`src/rtl/tx_framed.sv`:
```
// UART transmitter: one word per valid/ready transfer, framed as start, data (LSB first),
// optional parity and one or two stop bits. pin, busy and done are registered.
module tx_framed #(
  parameter int CLOCK_HZ  = 12_000_000,
  parameter int BAUD_RATE = 9600,
  parameter int DATA_BITS = 8,
  parameter int PARITY    = 0,
  parameter int STOP_BITS = 1
) (
  input  logic                 clock,
  input  logic                 reset_n,
  input  logic                 valid,
  output logic                 ready,
  input  logic [DATA_BITS-1:0] data,
  output logic                 busy,
  output logic                 done,
  output logic                 pin,
  output logic [2:0]           dbg_state
);

  localparam int CYCLES_PER_BIT = CLOCK_HZ / BAUD_RATE;
  localparam int CW = $clog2(CYCLES_PER_BIT) + 1;
  localparam int IW = $clog2(DATA_BITS);
  localparam logic [CW-1:0] LAST_CNT = CW'(CYCLES_PER_BIT - 1);
  localparam logic [IW-1:0] LAST_IDX = IW'(DATA_BITS - 1);

  generate
    if (CYCLES_PER_BIT < 2) begin : g_bad_baud
      $error("tx_framed: CLOCK_HZ/BAUD_RATE must be at least 2");
    end
    if (DATA_BITS < 5 || DATA_BITS > 9) begin : g_bad_width
      $error("tx_framed: DATA_BITS must be in 5..9");
    end
    if (PARITY < 0 || PARITY > 2) begin : g_bad_parity
      $error("tx_framed: PARITY must be 0, 1 or 2");
    end
    if (STOP_BITS != 1 && STOP_BITS != 2) begin : g_bad_stop
      $error("tx_framed: STOP_BITS must be 1 or 2");
    end
  endgenerate

  typedef enum logic [2:0] {
    S_IDLE   = 3'd0,
    S_START  = 3'd1,
    S_DATA   = 3'd2,
    S_PARITY = 3'd3,
    S_STOP   = 3'd4
  } state_t;

  state_t               r_state;
  logic [CW-1:0]        r_cnt;
  logic [IW-1:0]        r_idx;
  logic                 r_stop_idx;
  logic [DATA_BITS-1:0] r_data;
  logic                 r_pin;
  logic                 r_busy;
  logic                 r_done;

  state_t               w_state_nxt;
  logic [CW-1:0]        w_cnt_nxt;
  logic [IW-1:0]        w_idx_nxt;
  logic                 w_stop_nxt;
  logic [DATA_BITS-1:0] w_data_nxt;
  logic                 w_pin_nxt;
  logic                 w_busy_nxt;
  logic                 w_done_nxt;
  logic                 w_bit_end;
  logic                 w_parity;

  // Handshake: a word transfers on a rising edge where valid && ready; ready is high only in
  // IDLE, so valid offered while a frame is in flight is simply not seen.
  assign ready     = (r_state == S_IDLE);
  assign busy      = r_busy;
  assign done      = r_done;
  assign pin       = r_pin;
  assign dbg_state = r_state;

  assign w_bit_end = (r_cnt == LAST_CNT);
  // Odd parity makes the total count of ones odd, even parity makes it even.
  assign w_parity  = (PARITY == 1) ? ~(^r_data) : (^r_data);

  always_comb begin
    w_state_nxt = r_state;
    w_cnt_nxt   = r_cnt;
    w_idx_nxt   = r_idx;
    w_stop_nxt  = r_stop_idx;
    w_data_nxt  = r_data;
    w_done_nxt  = 1'b0;

    if (r_state != S_IDLE) begin
      w_cnt_nxt = w_bit_end ? '0 : r_cnt + 1'b1;
    end

    case (r_state)
      S_IDLE: begin
        w_cnt_nxt = '0;
        w_idx_nxt = '0;
        if (valid) begin
          w_state_nxt = S_START;
          w_data_nxt  = data;
        end
      end
      S_START: begin
        if (w_bit_end) begin
          w_state_nxt = S_DATA;
          w_idx_nxt   = '0;
        end
      end
      S_DATA: begin
        if (w_bit_end) begin
          if (r_idx == LAST_IDX) begin
            w_idx_nxt   = '0;
            w_stop_nxt  = 1'b0;
            w_state_nxt = (PARITY != 0) ? S_PARITY : S_STOP;
          end else begin
            w_idx_nxt = r_idx + 1'b1;
          end
        end
      end
      S_PARITY: begin
        if (w_bit_end) begin
          w_state_nxt = S_STOP;
          w_stop_nxt  = 1'b0;
        end
      end
      S_STOP: begin
        if (w_bit_end) begin
          if (STOP_BITS == 1 || r_stop_idx) begin
            w_state_nxt = S_IDLE;
            w_stop_nxt  = 1'b0;
            w_done_nxt  = 1'b1;
          end else begin
            w_stop_nxt = 1'b1;
          end
        end
      end
      default: begin
        w_state_nxt = S_IDLE;
        w_cnt_nxt   = '0;
        w_idx_nxt   = '0;
        w_stop_nxt  = 1'b0;
      end
    endcase
  end

  // Outputs are computed from the next state so the registered pin shows the
  // start bit in the cycle right after the accepting edge.
  always_comb begin
    w_pin_nxt = 1'b1;
    case (w_state_nxt)
      S_START:  w_pin_nxt = 1'b0;
      S_DATA:   w_pin_nxt = r_data[w_idx_nxt];
      S_PARITY: w_pin_nxt = w_parity;
      default:  w_pin_nxt = 1'b1;
    endcase
    w_busy_nxt = (w_state_nxt != S_IDLE);
  end

  always_ff @(posedge clock or negedge reset_n) begin
    if (!reset_n) begin
      r_state    <= S_IDLE;
      r_cnt      <= '0;
      r_idx      <= '0;
      r_stop_idx <= 1'b0;
      r_data     <= '0;
      r_pin      <= 1'b1;
      r_busy     <= 1'b0;
      r_done     <= 1'b0;
    end else begin
      r_state    <= w_state_nxt;
      r_cnt      <= w_cnt_nxt;
      r_idx      <= w_idx_nxt;
      r_stop_idx <= w_stop_nxt;
      r_data     <= w_data_nxt;
      r_pin      <= w_pin_nxt;
      r_busy     <= w_busy_nxt;
      r_done     <= w_done_nxt;
    end
  end

endmodule
```
`config.mk`:
```
export PLATFORM = sky130hd
export DESIGN_NAME = tx_framed
export DESIGN_NICKNAME = d
export VERILOG_FILES = /design/src/rtl/tx_framed.sv
export SDC_FILE = /design/constraint.sdc
export NUM_CORES = 1
export LEC_CHECK = 0
export CORE_MARGIN = 1
export CORE_UTILIZATION = 55
export CTS_CLUSTER_DIAMETER = 60
export DETAILED_ROUTE_END_ITERATION = 6
export PLACE_DENSITY = 0.79
export RECOVER_POWER = 25
export SLEW_MARGIN = 20
export SYNTH_ARGS = -nofsm -noshare
export SYNTH_HDL_FRONTEND = slang
export SYNTH_SLANG_ARGS = --single-unit
```
`constraint.sdc`:
```
create_clock -name clock -period 4.8 [get_ports clock]
set_clock_uncertainty 0.1 [all_clocks]
set_input_delay 0.48 -clock clock [delete_from_list [all_inputs] [get_ports clock]]
set_output_delay 0.48 -clock clock [all_outputs]
set_load 0.005 [all_outputs]
```
==> out/results.txt <==
Peak Freq: 0.383 GHz
final core occ: 69.8%
Top delay family on crit path: simple AND/OR/NAND/NOR gates
worst r2r path cells: 6
Worst slew margin: -1.95%
Pins Over Slew Limit: 30
cts repair resizes: 0
count leader, synth: dfrtp_1
overall routing resource usage: 23.6%
Ys Warns: 0
P_leak: 0.764 nW
antenna viol nets, final: 0
worst vdd ir: 0.000367 V
worst-margin pin slew: 1.53 ns
CP arrival: 2.72 ns
die height: 54.8 um
Hold-fix buffers, CTS: 0
GRT overflow: 0
Root Buffer Master: clkbuf_4
cells along the critical path: or4_4 > nor3_1 > o21ai_0 > a21oi_1 > nor2_1 > or3_1
Hold Slack: 0.415 ns
sequential cell area fraction in the yosys report: 47.5%
iteration-0 DRC count of the detailed router: 22
syn avg cell area: 10.3 um^2
crit path buf inv count: 0
Max clock buf depth: 2
Largest stage delay, worst path: 0.57 ns
die width: 54.8 um
Clk Latency, worst-skew pair: 0.33 ns
failing checks: capacitance limit, slew limit
Detailed Place HPWL: 2.08 mm
top cells by count, synth: dfrtp_1 (28), nor2_1 (18), nand3_1 (16), xnor2_1 (11), nand2_1 (9)
CP max FO: 5
full die area: 3000 um^2
Max-cap violations: 1
WP data required: 4.91 ns
initial core utilization: 60.2%
DR WL/cell: 14.3 um
TritonCTS Sinks: 29
first-pass GRT wire length: 4.74 mm
post-synth top area cell: dfrtp_1
Final period util: 54.4%
CTS tree: built
Final Net Count: 186
post-synthesis sequential element count: 29
ant diodes: 0
RSZ-0062 raised after global routing: false
setup violators final: 0
htree depth: 2
total core area: 2540 um^2
Cell Area, Synth: 1530 um^2
Async S/R FF share, synth: 100%
final weighted congestion in routability-driven placement: 0.886
synth unique cells: 35
fillers: 204
Crit Path Category: register to register
Routed WL: 2.87 mm
buffers added on ports: 17
FP Rows: 18
largest net degree at the start of global routing: 30
status: finished with violations
WP depth: 6
critical path startpoint category: register
clock transition at the registers of the reported paths: 0.09 ns
commonest register cell after synthesis: dfrtp_1
Residual DRC: 0
# Post-CTS Setup Buffers: 0
Fin. Hold Viols: 0
Post-synth EDFFs: 0
Num CTS Buffers: 5
crit path max-delay cell type: or4_4
Synth area leaders: dfrtp_1 (46%), xnor2_1 (6.3%), mux2_2 (5.9%)
syn nets: 164
HP Class: register to register
Power Density: 393 nW/um^2
Hold Path Stages: 1
initial antenna violation count: 0
setup TNS: 0 ns
vias per inst: 5.70
Final min period: 2.61 ns
area delta synth->final: 16.0%
CP endpoint kind: register
share of cells above drive strength 1: 15.2%
Pre-antenna DRT Iters: 4
I/O pin cnt: 18
vias in the first global route: 1,091
Final Power: 0.699 mW
cells after synthesis: 149
via count: 1,146
top-area cell type share of the netlist area: 45.8%
per-layer routing:
metal  track usage, %  vias to the layer above  part of all wire [%]
li1                 -                      568                     -
met1             29.2                      545                    48
met2             35.1                       25                    46
met3             9.72                        8                   4.7
met4             12.0                        0                   1.6
met5                0                        -                     0
worst paths after layout:
path / start / end / slack (ns)
max: r_cnt[4] / busy / 2.19
min: r_cnt[0] / r_cnt[0] / 0.41
max reg2reg: r_cnt[4] / busy / 2.19
min reg2reg: r_cnt[0] / r_cnt[0] / 0.41
max in group asynchronous: reset_n / r_data[0] / 2.76
min in group asynchronous: reset_n / done / 0.95
power by group:
part / internal (mW) / switching (mW)
clock: 0.0690 / 0.0802
combinational: 0.119 / 0.0858
sequential: 0.293 / 0.0518
through the flow:
step,instance area [um^2],cells,setup WS [ns]
2_1_floorplan,1530,149,2.39
3_3_place_gp,1730,194,2.31
3_5_place_dp,1730,194,2.22
4_1_cts,1780,201,2.18
5_1_grt,1780,201,2.07
6_report,1780,201,2.19
kinds of logic (layout without fill, tap and decap cells):
family	count (synthesis)	in the layout	share of synthesized area [%]
buffers and inverters	7	29	2.37
flip-flops	29	29	47.5
AO/OA/AOI/OAI	21	21	9.64
multiplexers	8	8	5.88
XOR/XNOR	17	17	9.72
AND/OR/NAND/NOR	63	63	21.7
adder cells (fa/ha/maj)	4	4	3.27
worst register-to-register path: cells and delay by family, from the launching register on:
kind            cells  cell delay [ns]
flops               1             0.43
simple gates        4             1.52
compound gates      2             0.46
cells in the final DEF (no fill, tap or decap), types with 5 or more instances in the layout:
cell type         n
dfrtp_1          28
nor2_1           18
nand3_1          16
clkdlybuf4s50_1  16
xnor2_1          11
nand2_1           9
mux2_2            8
o21ai_0           7
xor2_1            6
clkbuf_4          5
final cells by class:
cell class / count / area [um^2] / area share, %
flip-flops and latches: 29 / 727 / 40.9
well taps: 30 / 37.5 / 2.11
inverters: 4 / 15.0 / 0.845
repair buffers: 18 / 174 / 9.79
clock buffers: 7 / 55.1 / 3.10
multi-input cells: 113 / 768 / 43.2
registers in the layout, indices dropped and copies added, names as in the netlist:
signal,flops
r_idx,3
dbg_state,3
busy,1
r_cnt,12
r_data,8
done,1
pin,1
Note: power is estimated with default switching activity, not from simulation.
